## config.mk

```make
export PLATFORM = sky130hd
export DESIGN_NAME = axilite_m_arbiter
export DESIGN_NICKNAME = d
export VERILOG_FILES = /design/src/rtl/axilite_m_arbiter.sv
export SDC_FILE = /design/constraint.sdc
export NUM_CORES = 1
export LEC_CHECK = 0
export CAP_MARGIN = 40
export CORE_AREA = 5 5 176 178
export DETAILED_ROUTE_END_ITERATION = 10
export DIE_AREA = 0 0 181 183
export GPL_TIMING_DRIVEN = 0
export PLACE_DENSITY = 0.57
export SLEW_MARGIN = 0
export SYNTH_ARGS = -nofsm -noshare
export SYNTH_HDL_FRONTEND = slang
export SYNTH_SLANG_ARGS = --single-unit
export TNS_END_PERCENT = 20
```

## constraint.sdc

```tcl
create_clock -name m_axi_aclk -period 3.5 [get_ports m_axi_aclk]
set_input_delay 0.7 -clock m_axi_aclk [delete_from_list [all_inputs] [get_ports m_axi_aclk]]
set_output_delay 0.7 -clock m_axi_aclk [all_outputs]
set_load 0.03 [all_outputs]
```

## src/rtl/axilite_m_arbiter.sv

```systemverilog
// Round-robin arbiter/sequencer that shares one axilite_m command port between NUM_REQ requesters.
// Define AXIL_ARB_TIMEOUT_EN to enable the WAIT watchdog (TIMEOUT_CYCLES, reported on rsp_err).
module axilite_m_arbiter #(
    parameter int unsigned NUM_REQ        = 4,
    parameter int unsigned ADDR_W         = 32,
    parameter int unsigned DATA_W         = 32,
    parameter int unsigned TIMEOUT_CYCLES = 256
) (
    input  logic                      m_axi_aclk,
    input  logic                      m_axi_areset,
    input  logic [NUM_REQ-1:0]        req_valid,
    input  logic [NUM_REQ-1:0]        req_we,
    input  logic [NUM_REQ*ADDR_W-1:0] req_addr,
    input  logic [NUM_REQ*DATA_W-1:0] req_wdata,
    input  logic [NUM_REQ*4-1:0]      req_wstrb,
    output logic [NUM_REQ-1:0]        req_ready,
    output logic [NUM_REQ-1:0]        rsp_valid,
    output logic [DATA_W-1:0]         rsp_rdata,
    output logic                      rsp_err,
    output logic                      start_write,
    output logic                      start_read,
    output logic [ADDR_W-1:0]         write_addr,
    output logic [DATA_W-1:0]         write_data,
    output logic [3:0]                write_strb,
    output logic [ADDR_W-1:0]         read_addr,
    input  logic [DATA_W-1:0]         read_data,
    input  logic                      done
);

    localparam int unsigned PtrW = (NUM_REQ > 1) ? $clog2(NUM_REQ) : 1;

    if (NUM_REQ < 2 || NUM_REQ > 8) begin : g_bad_num_req
        $error("axilite_m_arbiter: NUM_REQ must be in 2..8");
    end
    if (TIMEOUT_CYCLES < 1) begin : g_bad_timeout
        $error("axilite_m_arbiter: TIMEOUT_CYCLES must be at least 1");
    end

    typedef enum logic [1:0] {StIdle, StIssue, StWait, StResp} state_e;

    state_e              state_q, state_d;
    logic [PtrW-1:0]     rr_ptr_q, rr_ptr_d;
    logic [PtrW-1:0]     owner_q, owner_d;
    logic                op_write_q, op_write_d;
    logic [NUM_REQ-1:0]  req_ready_q, req_ready_d;
    logic [NUM_REQ-1:0]  rsp_valid_q, rsp_valid_d;
    logic [DATA_W-1:0]   rsp_rdata_q, rsp_rdata_d;
    logic                start_write_q, start_write_d;
    logic                start_read_q, start_read_d;
    logic [ADDR_W-1:0]   write_addr_q, write_addr_d;
    logic [DATA_W-1:0]   write_data_q, write_data_d;
    logic [3:0]          write_strb_q, write_strb_d;
    logic [ADDR_W-1:0]   read_addr_q, read_addr_d;
    logic [PtrW-1:0]     winner;
    logic                any_valid;
    logic                finish_txn;

`ifdef AXIL_ARB_TIMEOUT_EN
    localparam int unsigned CntW = $clog2(TIMEOUT_CYCLES + 1);
    logic                rsp_err_q, rsp_err_d;
    logic [CntW-1:0]     wait_cnt_q, wait_cnt_d;
`endif

    // Requester index k positions after base, modulo NUM_REQ.
    function automatic logic [PtrW-1:0] rr_idx(input logic [PtrW-1:0] base, input int unsigned k);
        int unsigned s;
        s = 32'(base) + k;
        return PtrW'(s % NUM_REQ);
    endfunction

    // Walk the rotation backwards so the first valid requester from rr_ptr wins.
    always_comb begin
        winner    = '0;
        any_valid = 1'b0;
        for (int k = NUM_REQ - 1; k >= 0; k--) begin
            if (req_valid[rr_idx(rr_ptr_q, k)]) begin
                winner    = rr_idx(rr_ptr_q, k);
                any_valid = 1'b1;
            end
        end
    end

    always_comb begin
        state_d       = state_q;
        rr_ptr_d      = rr_ptr_q;
        owner_d       = owner_q;
        op_write_d    = op_write_q;
        req_ready_d   = '0;
        rsp_valid_d   = '0;
        rsp_rdata_d   = rsp_rdata_q;
        start_write_d = 1'b0;
        start_read_d  = 1'b0;
        write_addr_d  = write_addr_q;
        write_data_d  = write_data_q;
        write_strb_d  = write_strb_q;
        read_addr_d   = read_addr_q;
        finish_txn    = 1'b0;
`ifdef AXIL_ARB_TIMEOUT_EN
        rsp_err_d     = rsp_err_q;
        wait_cnt_d    = wait_cnt_q;
`endif

        unique case (state_q)
            StIdle: begin
                if (any_valid) begin
                    owner_d             = winner;
                    op_write_d          = req_we[winner];
                    req_ready_d[winner] = 1'b1;
                    if (req_we[winner]) begin
                        write_addr_d  = req_addr[32'(winner)*ADDR_W +: ADDR_W];
                        write_data_d  = req_wdata[32'(winner)*DATA_W +: DATA_W];
                        write_strb_d  = req_wstrb[32'(winner)*4 +: 4];
                        start_write_d = 1'b1;
                    end else begin
                        read_addr_d   = req_addr[32'(winner)*ADDR_W +: ADDR_W];
                        start_read_d  = 1'b1;
                    end
                    state_d = StIssue;
                end
            end
            StIssue: begin
`ifdef AXIL_ARB_TIMEOUT_EN
                wait_cnt_d = '0;
`endif
                state_d = StWait;
            end
            StWait: begin
                if (done) begin
                    finish_txn  = 1'b1;
                    rsp_rdata_d = op_write_q ? '0 : read_data;
`ifdef AXIL_ARB_TIMEOUT_EN
                    rsp_err_d   = 1'b0;
`endif
                end
`ifdef AXIL_ARB_TIMEOUT_EN
                else if (wait_cnt_q == CntW'(TIMEOUT_CYCLES - 1)) begin
                    finish_txn  = 1'b1;
                    rsp_rdata_d = '0;
                    rsp_err_d   = 1'b1;
                end else begin
                    wait_cnt_d = wait_cnt_q + CntW'(1);
                end
`endif
                if (finish_txn) begin
                    rsp_valid_d[owner_q] = 1'b1;
                    rr_ptr_d = (owner_q == PtrW'(NUM_REQ - 1)) ? '0 : owner_q + PtrW'(1);
                    state_d  = StResp;
                end
            end
            StResp: begin
                state_d = StIdle;
            end
            default: begin
                state_d = StIdle;
            end
        endcase
    end

    always_ff @(posedge m_axi_aclk) begin
        if (m_axi_areset) begin
            state_q       <= StIdle;
            rr_ptr_q      <= '0;
            owner_q       <= '0;
            op_write_q    <= 1'b0;
            req_ready_q   <= '0;
            rsp_valid_q   <= '0;
            rsp_rdata_q   <= '0;
            start_write_q <= 1'b0;
            start_read_q  <= 1'b0;
            write_addr_q  <= '0;
            write_data_q  <= '0;
            write_strb_q  <= '0;
            read_addr_q   <= '0;
`ifdef AXIL_ARB_TIMEOUT_EN
            rsp_err_q     <= 1'b0;
            wait_cnt_q    <= '0;
`endif
        end else begin
            state_q       <= state_d;
            rr_ptr_q      <= rr_ptr_d;
            owner_q       <= owner_d;
            op_write_q    <= op_write_d;
            req_ready_q   <= req_ready_d;
            rsp_valid_q   <= rsp_valid_d;
            rsp_rdata_q   <= rsp_rdata_d;
            start_write_q <= start_write_d;
            start_read_q  <= start_read_d;
            write_addr_q  <= write_addr_d;
            write_data_q  <= write_data_d;
            write_strb_q  <= write_strb_d;
            read_addr_q   <= read_addr_d;
`ifdef AXIL_ARB_TIMEOUT_EN
            rsp_err_q     <= rsp_err_d;
            wait_cnt_q    <= wait_cnt_d;
`endif
        end
    end

    assign req_ready   = req_ready_q;
    assign rsp_valid   = rsp_valid_q;
    assign rsp_rdata   = rsp_rdata_q;
    assign start_write = start_write_q;
    assign start_read  = start_read_q;
    assign write_addr  = write_addr_q;
    assign write_data  = write_data_q;
    assign write_strb  = write_strb_q;
    assign read_addr   = read_addr_q;
`ifdef AXIL_ARB_TIMEOUT_EN
    assign rsp_err     = rsp_err_q;
`else
    assign rsp_err     = 1'b0;
`endif

endmodule

```

==> results.md, run 1 <==
* Post-Synth Simple-Gate Area at 12.07%
* Core area at 29240 µm²
* Mapped Nets at 1026
* Worst slew pin tran at 0.7985 ns
* GRT met2 Usage at 34.04%
* Mapped cell area at 7005 µm²
* Status: finished, final reports clean
* Row count at 63
* Fmax at 0.3396 GHz
* Largest family of logic cells by synthesized area: compound AO/OA/AOI/OAI gates
* Worst rel slew slack at 46.36%
* Hpwl dp at 26380 µm
* Sink Count at 149
* Startpoint types: primary input
* Final worst path period share at 84.13%
* Final min period at 2.945 ns
* Final ANT Viol Nets at 0
* # nets final at 1498
* Routed Wire Length at 32410 µm
* Power Dens Cells at 599.3 nW/µm²
* FF+latch count, synth at 149
* Die footprint at 33120 µm²
* Final setup fails at 0
* Crit path largest cell delay at 0.66 ns
* IO buf count at 453
* Layout area overhead at 80.57%
* Fin. max-slew vios at 0
* Vias in the first global route at 7822
* Grt met3 use at 6.367%
* Crit path cell chain: clkdlybuf4s50_1, inv_1, a21o_1, a211oi_2, buf_2, mux2_2, o22ai_1
* Post-CTS resize count at 0
* Initial antenna violation count at 1
* GRT Total Usage at 18.59%
* Worst Path Required at 3.84 ns
* Worst VDD drop at 0.2784 mV
* Post-synth EDFFs at 0
* CTS tree: yes
* N_diodes at 0
* CP arrival at 3.28 ns
* Initial Util at 23.95%
* Post-synthesis sequential area ratio at 42.58%
* XOR/XNOR Fraction of Synth Area at 0%
* Die H at 183 µm
* Post-synthesis compound-gate area fraction at 24.25%
* Worst-Skew Late Latency at 0.42 ns
* First-pass GRT wire length at 47780 µm
* P_leak at 4.515 nW
* Main synth FF type: dfxtp_1
* Via total after detailed routing at 7351
* DR WL/cell at 20.54 µm
* Total grt overflow at 0
* Pre-antenna DRT Iters at 5
* Asr flop ratio synth at 0%
* CTS Buf Count at 17
* Clk buf depth at 2
* Hold buffer count at cts at 0
* Tightest Hold Check Type: reg -> reg
* I/O pin count at 458
* Post-CTS setup buffer count at 0
* Top cells by area, synth: dfxtp_1, mux2i_1, a311oi_2
* Path depth of the worst reg2reg path at 6
* Crit path max fanout at 10
* Setup TNS at 0 ns
* Adder-Cell Fraction of Synth Area at 1.250%
* # DRC at 0
* GPL Wtd Cong at 0.8912
* Root Driver: clkbuf_16
* GR peak layer: met2
* Initial DRC count at 361
* Crit path max-delay cell type: a211oi_2
* Post-layout util at 43.25%
* Final Hold Viols at 0
* Largest net degree at the start of global routing at 17
* Distinct cells, synth at 46
* Htree depth at 4
* Cells after Synth at 704
* Fill cells at 2897
* Crit Path Class: in -> reg
* Crit path buf inv count at 3
* Share of post-route cells with drive strength above 1 at 11.70%
* Mapped Avg Cell Area at 9.951 µm²
* Cell family with most CP delay: buffers and inverters
* Crit path depth at 7
* Synth warn at 0
* Clock skew at 0.01583 ns
* Global routing usage on met1 at 20.95%
* Via density per instance at 4.658
* DIE WIDTH at 181 µm
* Post-synthesis mux area share at 14.29%
* CP Capture Type: register
* Clock-pin transition on the worst setup and hold timing paths at 0.06 ns
* Max Cap Viol at 0
* Area leader, netlist: dfxtp_1
* Top-area cell type share of the netlist area at 42.58%
* RSZ-0062 raised after global routing: false
* Hold Path Stages at 2
-- report_power, final --
part | switching, mW | leakage (nW) | total (mW) | internal [mW]
Combinational | 1.87 | 3.00 | 3.34 | 1.47
Clock | 0.787 | 0.299 | 1.96 | 1.17
Sequential | 0.202 | 1.22 | 2.28 | 2.08
-- cell usage in the layout, fill, tap and decap left out, types with 4 or more instances in the layout --
cell,instances
mux2i_1,64
nor3_1,4
a21oi_1,11
inv_1,7
clkbuf_16,17
a22o_1,32
nand2_1,77
nand2b_1,38
mux2_2,32
inv_6,4
a311oi_2,27
a311oi_1,9
buf_4,16
nor2_1,46
ha_1,7
o21ai_1,12
nor2b_1,4
and2_1,6
clkdlybuf4s50_1,453
clkbuf_1,22
o21ai_0,22
dfxtp_1,149
o22ai_1,32
buf_2,22
a222oi_1,36
-- sequential cells by signal (all words and copies together) (netlist names) --
name,count
op_write_q,1
owner_q,2
read_addr,32
req_ready,4
rr_ptr_q,2
rsp_rdata,32
rsp_valid,4
start_read,1
start_write,1
state_q,2
write_addr,32
write_data,32
write_strb,4
-- worst min-delay path: stages (launching register included) --
cell	delay, ns
dfxtp_1	0.31
nand2_1	0.05
o21ai_1	0.05
-- path summary, 6_finish.rpt --
kind            startpoint              to  slack [ns]
min reg2reg  read_addr[26]   read_addr[26]        0.44
min          read_addr[26]   read_addr[26]        0.44
max           req_valid[3]  write_addr[10]        0.56
max reg2reg    rr_ptr_q[0]  write_addr[10]        0.95
-- layer usage --
layer,vias up,part of all wire (%)
met1,3403,39
met5,-,0.062
met3,28,8.2
li1,3576,-
met2,342,51
met4,2,1.7
-- layout make-up --
class	count	area [µm²]	area share, %
well taps	390	488.0	3.858
clock buffers	19	452.9	3.581
clock inverters	12	168.9	1.335
repair buffers	453	4534	35.85
flip-flops and latches	149	2983	23.58
multi-input cells	482	3637	28.75
inverters	7	26.28	0.2077
plain buffers	66	359.1	2.839
-- synth_stat cells, types with 22 or more instances --
library cell and number:
dfxtp_1 149, nand2_1 77, mux2i_1 64, nor2_1 46
nand2b_1 38, a222oi_1 36, a22o_1 32, mux2_2 32
o22ai_1 32, a311oi_2 27, buf_2 22, clkbuf_1 22
o21ai_0 22
-- cells by family (layout without fill, tap and decap cells) --
logic type | after synthesis | after routing
flops | 149 | 149
compound gates | 194 | 194
other cells | 1 | 1
simple gates | 184 | 184
buf+inv | 73 | 557
mux | 96 | 96
fa+ha+maj | 7 | 7
-- through the flow --
stage / hold WS (ns) / cell area (µm²) / setup slack, ns / instances / total power [mW]
6_report: 0.4414 / 12650 / 0.5555 / 1578 / 7.581
5_1_grt: 0.4615 / 12650 / 0.3257 / 1578 / 7.977
4_1_cts: 0.4460 / 12650 / 0.4856 / 1578 / 7.685
3_5_place_dp: 0.4370 / 12030 / 0.05276 / 1547 / 5.696
3_3_place_gp: 0.4333 / 12030 / 0.08718 / 1547 / 5.681
2_1_floorplan: 0.4419 / 7005 / 1.128 / 704 / 4.140
Power figures use the tool's default switching activity.
==> run 2, diff against run 1 <==
Settings changed: CORE_AREA 5 5 176 178 to 5 5 175 177, DIE_AREA 0 0 181 183 to 0 0 180 182, PLACE_DENSITY 0.57 to 0.59.
Clock period 3.5 ns to 2.6 ns, I/O delays scaled along.
==> results.md, run 2 (same netlist as run 1, synthesis figures left out) <==
* Status: finished, final reports clean
* Post-layout util at 43.68%
* Final Hold Viols at 0
* Max Cap Viol at 0
* Clock skew at 0.01534 ns
* Htree depth at 4
* # DRC at 0
* Post-DP Area at 12030 µm²
* Placed insts at 1547
* Hold endpoint: req_ready[2]
* Cell family with most CP delay: buffers and inverters
* Crit path largest cell delay at 0.45 ns
* Hold Path Stages at 3
* DP Worst Slack at -0.6314 ns
* Layout area overhead at 81.35%
* Largest net degree at the start of global routing at 17
* Initial antenna violation count at 0
* Crit path max-delay cell type: clkbuf_1
* RR Startpoint: rr_ptr_q[0]
* Fin. max-slew vios at 0
* RSZ-0062 raised after global routing: false
* Final setup fails at 0
* Min-delay src: req_valid[2]
* Fill cells at 2822
* Via total after detailed routing at 7393
* Tightest Hold Check Type: in -> reg
* Final total power at 10.04 mW
* Worst Path Required at 2.94 ns
* Via density per instance at 4.670
* Reg-to-reg endpoint: write_data[9]
* Post-route cell area at 12700 µm²
* # nets final at 1502
* Root Driver: clkbuf_16
* Worst rel slew slack at 41.40%
* Hpwl dp at 26140 µm
* Startpoint types: register
* First-pass GRT wire length at 48020 µm
* Clk buf depth at 2
* I/O pin count at 458
* Hold_ws at 0.4397 ns
* Pre-antenna DRT Iters at 8
* Crit path max fanout at 10
* CTS tree: yes
* Crit path buf inv count at 2
* Final ANT Viol Nets at 0
* Routed Wire Length at 32220 µm
* Share of post-route cells with drive strength above 1 at 12.57%
* Die H at 182 µm
* N_diodes at 0
* Crit path cell chain: and2b_1, nor3_1, or2_1, buf_4, clkbuf_1, a222oi_1, a311oi_2
* IO buf count at 453
* Non-Filler Instances at 1583
* Total grt overflow at 0
* Power Dens Cells at 790.6 nW/µm²
* CTS Buf Count at 17
* R2R setup slack at 0.27 ns
* Path depth of the worst reg2reg path at 7
* Vias in the first global route at 7900
* GPL Wtd Cong at 0.9037
* Die footprint at 32760 µm²
* Fin worst setup slack at 0.2693 ns
* Commonest non-fill, non-tap cell in the layout: clkdlybuf4s50_1
* GRT Total Usage at 18.88%
* Final worst path period share at 89.64%
* Worst-Skew Late Latency at 0.42 ns
* Clock-pin transition on the worst setup and hold timing paths at 0.07 ns
* P_leak at 4.556 nW
* CP Capture Type: register
* Initial DRC count at 306
* Commonest cells after routing, fill and taps aside: clkdlybuf4s50_1, dfxtp_1, nand2_1
* Sink Count at 149
* Setup TNS at 0 ns
* DIE WIDTH at 180 µm
* Fmax at 0.4290 GHz
* CP arrival at 2.67 ns
* Crit Path Class: reg -> reg
* Worst slew pin tran at 0.8723 ns
* Row count at 63
* Crit path depth at 7
* Final min period at 2.331 ns
* Initial Util at 24.08%
* Worst VDD drop at 0.3673 mV
* Core area at 29090 µm²
* DR WL/cell at 20.35 µm
-- run 2: cell types whose count changed in the layout (fill, tap and decap cells not counted), sizes merged --
| cell | change |
|---|---|
| dlymetal6s2s | +2 |
| bufinv | -2 |
| buf | +4 |
| clkinvlp | +2 |
| clkdlybuf4s50 | -2 |
| clkbuf | +2 |
| clkinv | -2 |
| inv | +1 |
-- run 2: where the power goes --
| group | internal, mW | total [mW] | switching (mW) |
|---|---|---|---|
| sequential | 2.79 | 3.06 | 0.268 |
| combinational | 2.03 | 4.54 | 2.51 |
| clock | 1.39 | 2.45 | 1.05 |
-- run 2: area by class of cell --
cell class	instances	area [µm²]	area share [%]
repair buffers	458	4589	36.12
multi-input cells	482	3671	28.89
flip-flops and latches	149	2983	23.48
well taps	390	488.0	3.841
clock buffers	21	460.4	3.624
plain buffers	65	371.6	2.925
clock inverters	11	115.1	0.9060
inverters	7	26.28	0.2068
-- run 2: routing by layer --
metal  share of wire (%)  track usage (%)  wire, µm  vias up
met5                   0                0         0        -
li1                    -                -         -     3582
met2                  51            33.88     16380      337
met4                 2.1            5.852       687        0
met1                  40            21.19     12810     3443
met3                 7.3            6.330      2340       31
-- run 2: what timing repair did --
action,in CTS,in global routing
buffers inserted,0,5
resized for setup,4,16
endpoints found under the hold margin,0,0
setup endpoints to repair,59,93
pin swaps,1,3
hold buffers,0,0
-- run 2: worst max path at each step --
stage,start,end,slack [ns]
after floorplan,req_valid[2],write_addr[19],0.41
after global placement,req_valid[3],read_addr[11],-0.59
after detailed placement,req_valid[3],read_addr[8],-0.63
after CTS,req_valid[1],write_addr[31],0.006
after global routing,rr_ptr_q[0],write_data[25],0.08
final,rr_ptr_q[0],write_data[9],0.27
-- run 2: worst register-to-register path, cell delays in order, from the launching register on --
cell and delay [ns]:
dfxtp_1 0.42, and2b_1 0.24, nor3_1 0.22, or2_1 0.16
buf_4 0.22, clkbuf_1 0.46, a222oi_1 0.24, a311oi_2 0.29
